`src/rtl/lift_pkg.sv`:
```
// Shared types and motor encodings for the lift car controller.
package lift_pkg;

  typedef enum logic [1:0] {
    ST_IDLE,
    ST_MOVE_UP,
    ST_MOVE_DN,
    ST_DOOR_OPEN
  } lift_state_t;

  localparam logic [1:0] MOTOR_STOP = 2'b00;
  localparam logic [1:0] MOTOR_UP   = 2'b01;
  localparam logic [1:0] MOTOR_DN   = 2'b10;

endpackage

```
`src/rtl/lift_car_ctrl_if.sv`:
```
// Request inputs and status outputs of one lift car.
interface lift_car_ctrl_if #(
  parameter int N_FLOORS = 11,
  parameter int FW       = $clog2(N_FLOORS)
);

  logic [N_FLOORS-1:0] car_req;
  logic [N_FLOORS-1:0] hall_up;
  logic [N_FLOORS-1:0] hall_dn;
  logic                door_hold;
  logic [1:0]          motor_signal;
  logic [FW-1:0]       cur_floor;
  logic                door_open;
  logic                dir_up;
  logic                busy;

  modport master (
    output car_req, hall_up, hall_dn, door_hold,
    input  motor_signal, cur_floor, door_open, dir_up, busy
  );

  modport slave (
    input  car_req, hall_up, hall_dn, door_hold,
    output motor_signal, cur_floor, door_open, dir_up, busy
  );

endinterface

```
`src/rtl/lift_req_bank.sv`:
```
// Pending car/hall request registers, one bit per floor; clear beats set.
// Also reports what is pending at, above and below a query floor.
module lift_req_bank #(
  parameter int N_FLOORS = 11,
  parameter int FW       = $clog2(N_FLOORS)
) (
  input  logic                clk,
  input  logic                rst,
  input  logic [N_FLOORS-1:0] set_car,
  input  logic [N_FLOORS-1:0] set_up,
  input  logic [N_FLOORS-1:0] set_dn,
  input  logic [N_FLOORS-1:0] clr_car,
  input  logic [N_FLOORS-1:0] clr_up,
  input  logic [N_FLOORS-1:0] clr_dn,
  input  logic [FW-1:0]       floor,
  output logic                here_car,
  output logic                here_up,
  output logic                here_dn,
  output logic                above,
  output logic                below,
  output logic                any_pend
);

  logic [N_FLOORS-1:0] car_pend;
  logic [N_FLOORS-1:0] up_pend;
  logic [N_FLOORS-1:0] dn_pend;
  logic [N_FLOORS-1:0] all_pend;

  always_ff @(posedge clk or negedge rst) begin
    if (!rst) begin
      car_pend <= '0;
      up_pend  <= '0;
      dn_pend  <= '0;
    end else begin
      car_pend <= (car_pend | set_car) & ~clr_car;
      up_pend  <= (up_pend  | set_up)  & ~clr_up;
      dn_pend  <= (dn_pend  | set_dn)  & ~clr_dn;
    end
  end

  assign all_pend = car_pend | up_pend | dn_pend;
  assign any_pend = |all_pend;
  assign here_car = car_pend[floor];
  assign here_up  = up_pend[floor];
  assign here_dn  = dn_pend[floor];

  always_comb begin
    above = 1'b0;
    below = 1'b0;
    for (int i = 0; i < N_FLOORS; i++) begin
      if (i > int'(floor)) above = above | all_pend[i];
      if (i < int'(floor)) below = below | all_pend[i];
    end
  end

endmodule

```
`src/rtl/lift_car_ctrl.sv`:
```
// Single-car collective (SCAN) elevator controller: sweeps one direction while
// requests remain ahead, stopping at matching floors; times travel and door dwell.
module lift_car_ctrl #(
  parameter int N_FLOORS      = 11,
  parameter int TRAVEL_CYCLES = 4,
  parameter int DOOR_CYCLES   = 3
) (
  input logic            clk,
  input logic            rst,
  lift_car_ctrl_if.slave bus
);

  import lift_pkg::*;

  localparam int FW = $clog2(N_FLOORS);
  localparam int TW = $clog2(TRAVEL_CYCLES + 1);
  localparam int DW = $clog2(DOOR_CYCLES + 1);
  localparam logic [N_FLOORS-1:0] UP_OK = {1'b0, {(N_FLOORS-1){1'b1}}};
  localparam logic [N_FLOORS-1:0] DN_OK = {{(N_FLOORS-1){1'b1}}, 1'b0};
  localparam logic [FW-1:0] TOP_FLOOR = FW'(N_FLOORS - 1);

  lift_state_t         state, state_nxt;
  logic [FW-1:0]       cur_floor, floor_nxt, eval_floor;
  logic                dir_up, dir_nxt;
  logic [TW-1:0]       travel_cnt, travel_nxt;
  logic [DW-1:0]       door_cnt, door_nxt;
  logic [N_FLOORS-1:0] set_car, set_up, set_dn;
  logic [N_FLOORS-1:0] clr_car, clr_up, clr_dn;
  logic [N_FLOORS-1:0] floor_oh;
  logic                here_car, here_up, here_dn, above, below, any_pend;
  logic                travel_last, door_last, here_any, absorb, stop_up, stop_dn;

  assign set_car     = bus.car_req;
  assign set_up      = bus.hall_up & UP_OK;
  assign set_dn      = bus.hall_dn & DN_OK;
  assign travel_last = (travel_cnt == TW'(TRAVEL_CYCLES - 1));
  assign door_last   = (door_cnt == DW'(DOOR_CYCLES - 1));

  // On a hop edge all request queries refer to the floor being arrived at.
  always_comb begin
    eval_floor = cur_floor;
    if (state == ST_MOVE_UP && travel_last)
      eval_floor = cur_floor + FW'(1);
    else if (state == ST_MOVE_DN && travel_last)
      eval_floor = cur_floor - FW'(1);
  end

  assign floor_oh = {{(N_FLOORS-1){1'b0}}, 1'b1} << eval_floor;
  assign here_any = here_car | here_up | here_dn;
  assign absorb   = |(floor_oh & (set_car | set_up | set_dn));
  assign stop_up  = here_car | here_up | (!above && here_dn) | (eval_floor == TOP_FLOOR);
  assign stop_dn  = here_car | here_dn | (!below && here_up) | (eval_floor == '0);

  lift_req_bank #(.N_FLOORS(N_FLOORS)) u_bank (
    .clk     (clk),
    .rst     (rst),
    .set_car (set_car),
    .set_up  (set_up),
    .set_dn  (set_dn),
    .clr_car (clr_car),
    .clr_up  (clr_up),
    .clr_dn  (clr_dn),
    .floor   (eval_floor),
    .here_car(here_car),
    .here_up (here_up),
    .here_dn (here_dn),
    .above   (above),
    .below   (below),
    .any_pend(any_pend)
  );

  always_ff @(posedge clk or negedge rst) begin
    if (!rst) begin
      state      <= ST_IDLE;
      cur_floor  <= '0;
      dir_up     <= 1'b1;
      travel_cnt <= '0;
      door_cnt   <= '0;
    end else begin
      state      <= state_nxt;
      cur_floor  <= floor_nxt;
      dir_up     <= dir_nxt;
      travel_cnt <= travel_nxt;
      door_cnt   <= door_nxt;
    end
  end

  always_comb begin
    state_nxt  = state;
    floor_nxt  = cur_floor;
    dir_nxt    = dir_up;
    travel_nxt = travel_cnt;
    door_nxt   = door_cnt;
    clr_car    = '0;
    clr_up     = '0;
    clr_dn     = '0;
    case (state)
      ST_IDLE: begin
        travel_nxt = '0;
        door_nxt   = '0;
        if (here_any) begin
          state_nxt = ST_DOOR_OPEN;
          clr_car   = floor_oh;
          clr_up    = floor_oh;
          clr_dn    = floor_oh;
        end else if (above && (dir_up || !below)) begin
          state_nxt = ST_MOVE_UP;
          dir_nxt   = 1'b1;
        end else if (below) begin
          state_nxt = ST_MOVE_DN;
          dir_nxt   = 1'b0;
        end
      end
      ST_MOVE_UP: begin
        if (travel_last) begin
          travel_nxt = '0;
          floor_nxt  = eval_floor;
          if (stop_up) begin
            state_nxt = ST_DOOR_OPEN;
            clr_car   = floor_oh;
            clr_up    = floor_oh;
            if (!above) begin
              clr_dn = floor_oh;
              if (here_dn) dir_nxt = 1'b0;
            end
          end
        end else begin
          travel_nxt = travel_cnt + TW'(1);
        end
      end
      ST_MOVE_DN: begin
        if (travel_last) begin
          travel_nxt = '0;
          floor_nxt  = eval_floor;
          if (stop_dn) begin
            state_nxt = ST_DOOR_OPEN;
            clr_car   = floor_oh;
            clr_dn    = floor_oh;
            if (!below) begin
              clr_up = floor_oh;
              if (here_up) dir_nxt = 1'b1;
            end
          end
        end else begin
          travel_nxt = travel_cnt + TW'(1);
        end
      end
      ST_DOOR_OPEN: begin
        // A fresh request for this floor is served by the open door.
        clr_car = floor_oh & set_car;
        clr_up  = floor_oh & set_up;
        clr_dn  = floor_oh & set_dn;
        if (bus.door_hold || absorb) begin
          door_nxt = '0;
        end else if (door_last) begin
          door_nxt  = '0;
          state_nxt = ST_IDLE;
        end else begin
          door_nxt = door_cnt + DW'(1);
        end
      end
      default: state_nxt = ST_IDLE;
    endcase
  end

  assign bus.motor_signal = (state == ST_MOVE_UP) ? MOTOR_UP :
                            (state == ST_MOVE_DN) ? MOTOR_DN : MOTOR_STOP;
  assign bus.cur_floor    = cur_floor;
  assign bus.door_open    = (state == ST_DOOR_OPEN);
  assign bus.dir_up       = dir_up;
  assign bus.busy         = any_pend || (state != ST_IDLE);

endmodule
```
`src/flat_wrapper.sv`:
```
// flat-port wrapper written by rule: the top's interface ports become plain ports
module lift_car_ctrl_flat import lift_pkg::*;
#(
  parameter int N_FLOORS      = 11,
  parameter int TRAVEL_CYCLES = 4,
  parameter int DOOR_CYCLES   = 3
)
  (clk, rst, bus_car_req, bus_hall_up, bus_hall_dn, bus_door_hold, bus_motor_signal, bus_cur_floor, bus_door_open, bus_dir_up, bus_busy);
  lift_car_ctrl_if #(.N_FLOORS(N_FLOORS)) bus_i ();
  input logic clk;
  input logic rst;
  input wire logic [$bits(bus_i.car_req)-1:0] bus_car_req;
  input wire logic [$bits(bus_i.hall_up)-1:0] bus_hall_up;
  input wire logic [$bits(bus_i.hall_dn)-1:0] bus_hall_dn;
  input wire logic [$bits(bus_i.door_hold)-1:0] bus_door_hold;
  output wire logic [$bits(bus_i.motor_signal)-1:0] bus_motor_signal;
  output wire logic [$bits(bus_i.cur_floor)-1:0] bus_cur_floor;
  output wire logic [$bits(bus_i.door_open)-1:0] bus_door_open;
  output wire logic [$bits(bus_i.dir_up)-1:0] bus_dir_up;
  output wire logic [$bits(bus_i.busy)-1:0] bus_busy;
  assign bus_i.car_req = bus_car_req;
  assign bus_i.hall_up = bus_hall_up;
  assign bus_i.hall_dn = bus_hall_dn;
  assign bus_i.door_hold = bus_door_hold;
  assign bus_motor_signal = bus_i.motor_signal;
  assign bus_cur_floor = bus_i.cur_floor;
  assign bus_door_open = bus_i.door_open;
  assign bus_dir_up = bus_i.dir_up;
  assign bus_busy = bus_i.busy;
  lift_car_ctrl #(.N_FLOORS(N_FLOORS), .TRAVEL_CYCLES(TRAVEL_CYCLES), .DOOR_CYCLES(DOOR_CYCLES)) u_core (.clk(clk), .rst(rst), .bus(bus_i));
endmodule
```
`config.mk`:
```
export PLATFORM = sky130hd
export DESIGN_NAME = lift_car_ctrl_flat
export DESIGN_NICKNAME = d
export VERILOG_FILES = /design/src/rtl/lift_pkg.sv /design/src/rtl/lift_car_ctrl_if.sv /design/src/rtl/lift_req_bank.sv /design/src/rtl/lift_car_ctrl.sv /design/src/flat_wrapper.sv
export SDC_FILE = /design/constraint.sdc
export NUM_CORES = 1
export LEC_CHECK = 0
export CAP_MARGIN = 20
export CORE_UTILIZATION = 57
export DETAILED_ROUTE_END_ITERATION = 6
export PLACE_DENSITY = 0.92
export SYNTH_ARGS = -nofsm -noshare
export SYNTH_HDL_FRONTEND = slang
export SYNTH_SLANG_ARGS = --single-unit
```
`constraint.sdc`:
```
create_clock -name clk -period 4.2 [get_ports clk]
set_input_delay 0.42 -clock clk [delete_from_list [all_inputs] [get_ports clk]]
set_output_delay 0.42 -clock clk [all_outputs]
set_load 0.005 [all_outputs]
```
==> results of run 1 <==
sequential cells by signal, summed over array words and instances, names as in the netlist:
name / count
u_core.u_bank.dn_pend: 11
u_core.bus.dir_up: 1
u_core.travel_cnt: 3
u_core.u_bank.up_pend: 11
u_core.door_cnt: 2
u_core.u_bank.car_pend: 11
u_core.state: 2
u_core.bus.cur_floor: 4
worst max-delay path, stage by stage (launching register included):
cell and delay (ns):
dfrtp_1 0.42, inv_1 0.12, ha_2 0.33, or4b_4 0.54, nor3_4 0.19, or3_1 0.29
a21oi_1 0.20, a222oi_1 0.63, o211ai_1 0.33, a32oi_2 0.37, buf_4 0.26, a21oi_1 0.08
nor3_1 0.17
what timing repair did:
item                                    CTS  global route
buffers inserted                          0             1
gates resized for setup                   0             5
endpoints found under the setup margin    0            29
kinds of logic after synthesis:
kind of cell / count (synthesis)
AO/OA/AOI/OAI: 157
XOR/XNOR: 6
adder cells (fa/ha/maj): 8
buffers and inverters: 37
flip-flops: 45
multiplexers: 6
AND/OR/NAND/NOR: 254
worst paths after layout:
| check | start | end | slack (ns) | cells past startpoint |
|---|---|---|---|---|
| setup reg to reg | u_core.state[0] | u_core.u_bank.car_pend[4] | 0.16 | 12 |
| setup / recovery | u_core.state[0] | u_core.u_bank.car_pend[4] | 0.16 | 12 |
| min in group clk | u_core.door_cnt[0] | u_core.door_cnt[0] | 0.50 | 1 |
| hold / removal | rst | u_core.travel_cnt[2] | 0.12 | 1 |
| hold reg to reg | u_core.door_cnt[0] | u_core.door_cnt[0] | 0.50 | 1 |
| max in group asynchronous | rst | u_core.u_bank.dn_pend[2] | 3.55 | 2 |
layout by cell type (no fill, tap or decap), types with 3 or more instances in the layout:
cell             Yosys  routed
nand2_1             78      78
nor2_1              49      49
nor3_1              45      45
a21oi_1             44      44
dfrtp_1             44      44
clkdlybuf4s50_1      0      41
buf_4                0      25
nand3_1             24      24
o21ai_0             22      22
a211oi_1            20      20
nand2b_1            14      14
inv_1               11      11
or3_1               10      10
o22ai_1              7       7
a311oi_1             7       7
clkbuf_8             0       7
ha_1                 8       6
mux2i_1              5       5
a21o_1               5       5
nor2b_1              4       4
nor3b_1              4       4
and2_1               4       4
o21ai_1              4       4
o21a_1               4       4
a31oi_1              4       4
o2111ai_1            4       4
o211ai_1             4       4
xnor2_1              4       3
or2_2                3       3
o32ai_1              3       3
a32oi_1              3       3
and3_1               3       3
nor4_1               3       3
area by class of cell:
class / count / area [um^2] / share of cell area
Timing Repair Buffer: 68 / 630.6 / 0.1396
Clock inverter: 1 / 5.005 / 0.001108
Inverter: 12 / 45.04 / 0.009972
Sequential cell: 45 / 1127 / 0.2496
Clock buffer: 7 / 96.34 / 0.02133
Multi-Input combinational cell: 431 / 2516 / 0.5571
Tap cell: 77 / 96.34 / 0.02133
layer usage:
layer,GRT usage,up-vias,share of wire
met5,0,-,0
met4,0.2003,0,0.054
met3,0.06627,69,0.10
met2,0.5939,314,0.44
met1,0.4895,2073,0.40
li1,-,2003,-
metrics by stage:
| stage | cell area (um^2) | hold slack [ns] | utilization | setup WS, ns | total power, mW |
|---|---|---|---|---|---|
| final | 4517 | 0.1172 | 0.7073 | 0.1599 | 3.180 |
| after global routing | 4517 | 0.1575 | 0.7073 | 0.02108 | 3.380 |
| after CTS | 4456 | 0.3340 | 0.6977 | 0.06798 | 3.055 |
| after detailed placement | 4354 | 0.4810 | 0.6818 | 0.08401 | 2.744 |
| after global placement | 4354 | 0.4685 | 0.6818 | 0.2173 | 2.693 |
| after floorplan | 3782 | 0.1244 | - | 0.6874 | 2.088 |
power by group through the flow:
stage	logic [mW]	registers [mW]	clock network, mW
after floorplan	1.47	0.619	0
after global placement	2.02	0.676	0
after detailed placement	2.06	0.684	0
after CTS	2.07	0.675	0.310
after global routing	2.36	0.697	0.324
final	2.19	0.683	0.309
==> results by group, run 1 <==
Layout
  • Layout cells sized above 1: 0.09397
  • Filler cells: 541
  • Non-Filler Instances: 641
  • Post-synthesis to final-layout area growth: 19.42%
  • Fin nets: 607
  • # diodes: 0

Logic synthesis
  • Main combinational cell family by area after synthesis: simple AND/OR/NAND/NOR gates
  • Warnings, synthesis: 0
  • Syn_nets: 557
  • Post-synth EDFFs: 0
  • Async set-or-reset flop fraction in the synthesized netlist: 1.000
  • Synth Area in Compound Gates: 0.2779
  • Main flop type after synthesis: dfrtp_1
  • Post-synth top area cell: dfrtp_1
  • Yosys cell types: 63
  • XOR/XNOR Fraction of Synth Area: 0.01389
  • Post-Synth Adder-Cell Area: 0.02646
  • Mapped Cells: 513
  • Simple-Gate Fraction of Synth Area: 0.3239
  • Seq/Total Area, Yosys: 0.2980
  • Synthesized area: 3782 um^2
  • #FFs+latches synth: 45
  • Post-synthesis mux area share: 0.01621
  • Synth top area share: 0.2911
  • Synth cell count leaders: nand2_1, nor2_1, nor3_1, a21oi_1, dfrtp_1
  • Most frequent cell after synthesis: nand2_1
  • Top cells by area, synth: dfrtp_1, nand2_1, nor3_1
  • Avg Inst Size Synth: 7.373 um^2

Routing
  • Drt drc: 2
  • Routed len/inst: 19.89 um
  • Final WL: 12.75 mm
  • Antenna-violating nets left: 0
  • DR iter-0 viols: 615
  • Via count: 4459
  • Vias per inst: 6.956
  • DRT Pass-1 Iters: 7

Die
  • Chip width: 83.46 um
  • Row Count: 29
  • Initial Util: 0.5923
  • Die H: 83.46 um
  • Die footprint: 6966 um^2
  • # IOs: 45
  • Core box area: 6386 um^2

Global routing
  • Initial antenna violation count: 0
  • Largest net degree at the start of global routing: 46
  • Remaining global-route overflow: 0
  • Vias in the first global route: 4222
  • Global Route Usage Sum: 0.3748
  • First-pass GRT wire length: 20.87 mm

Clock network
  • H-tree levels: 2
  • CTS root buffer: clkbuf_8
  • CTS clock-pin slew for the worst setup and hold paths: 0.09 ns
  • Later-pin clock latency in the skew report: 0.31 ns
  • Post-CTS Hold Fix Bufs: 0
  • CTS Buf Count: 5
  • CTS tree: yes
  • Clock Sinks: 45
  • Clock buffer depth: 2

STA
  • Worst Max-Slew Pin Slew: 0.6442 ns
  • Maximum clock rate: 247.5 MHz
  • Final worst path period share: 0.9619
  • RSZ-0062 raised after global routing: no
  • Final slew viol count: 0
  • Post-Route Setup TNS: 0 ns
  • Clk_skew: 0.008470 ns
  • Final hold vios: 0
  • Final Setup Violations: 0
  • Min cycle time layout: 4.040 ns
  • Slew HR: 0.5692

Critical path
  • CP startpoint kind: register
  • Worst path required time: 4.42 ns
  • Crit. End Element: register
  • Crit-path max FO: 12
  • Arr. time, crit path: 4.26 ns
  • Critical path class: register to register

Power
  • Clock share of power: 0.097
  • Internal: 1.532 mW
  • Flop pwr share: 0.215
  • Switching share of power: 0.5183
  • Combinational Power Share: 0.688
  • Static Leak: 1.687 nW
  • Net Sw Power: 1.648 mW
  • Worst vdd ir: 0.5091 mV
  • Pwr Density: 704.0 nW/um^2

Job
  • Max-cap viol count: 0

Worst hold path
  • Worst min path class: input port to asynchronous set/reset pin

Outcome
  • Status: finished with violations
  • Failing checks: design-rule violations

Placed design
  • Detail Placement HPWL: 9.415 mm
  • Port bufs: 42
  • Cells after DPL: 631
  • RD Place Congestion: 1.012
Note: power is estimated with default switching activity, not from simulation.
==> inputs of run 2 (changes only) <==
==> constraint.sdc (replaced) <==
create_clock -name clk -period 4.2 [get_ports clk]
set_input_delay 0.42 -clock clk [delete_from_list [all_inputs] [get_ports clk]]
set_output_delay 0.42 -clock clk [all_outputs]
set_load 0.01 [all_outputs]
==> results of run 2 <==
The final DEF is identical to that of run 1. Status: finished with violations: design-rule violations.
Among the figures that moved: total power 3.180 mW -> 3.194 mW; worst IR drop on VDD 0.5091 mV -> 0.5101 mV
==> inputs of run 3 (changes only) <==
==> constraint.sdc (replaced) <==
create_clock -name clk -period 4.2 [get_ports clk]
set_input_delay 0.42 -clock clk [delete_from_list [all_inputs] [get_ports clk]]
set_output_delay 0.42 -clock clk [all_outputs]
set_load 0.005 [all_outputs]
==> results of run 3 <==
Final layout, timing and power as in run 1 (identical DEF).
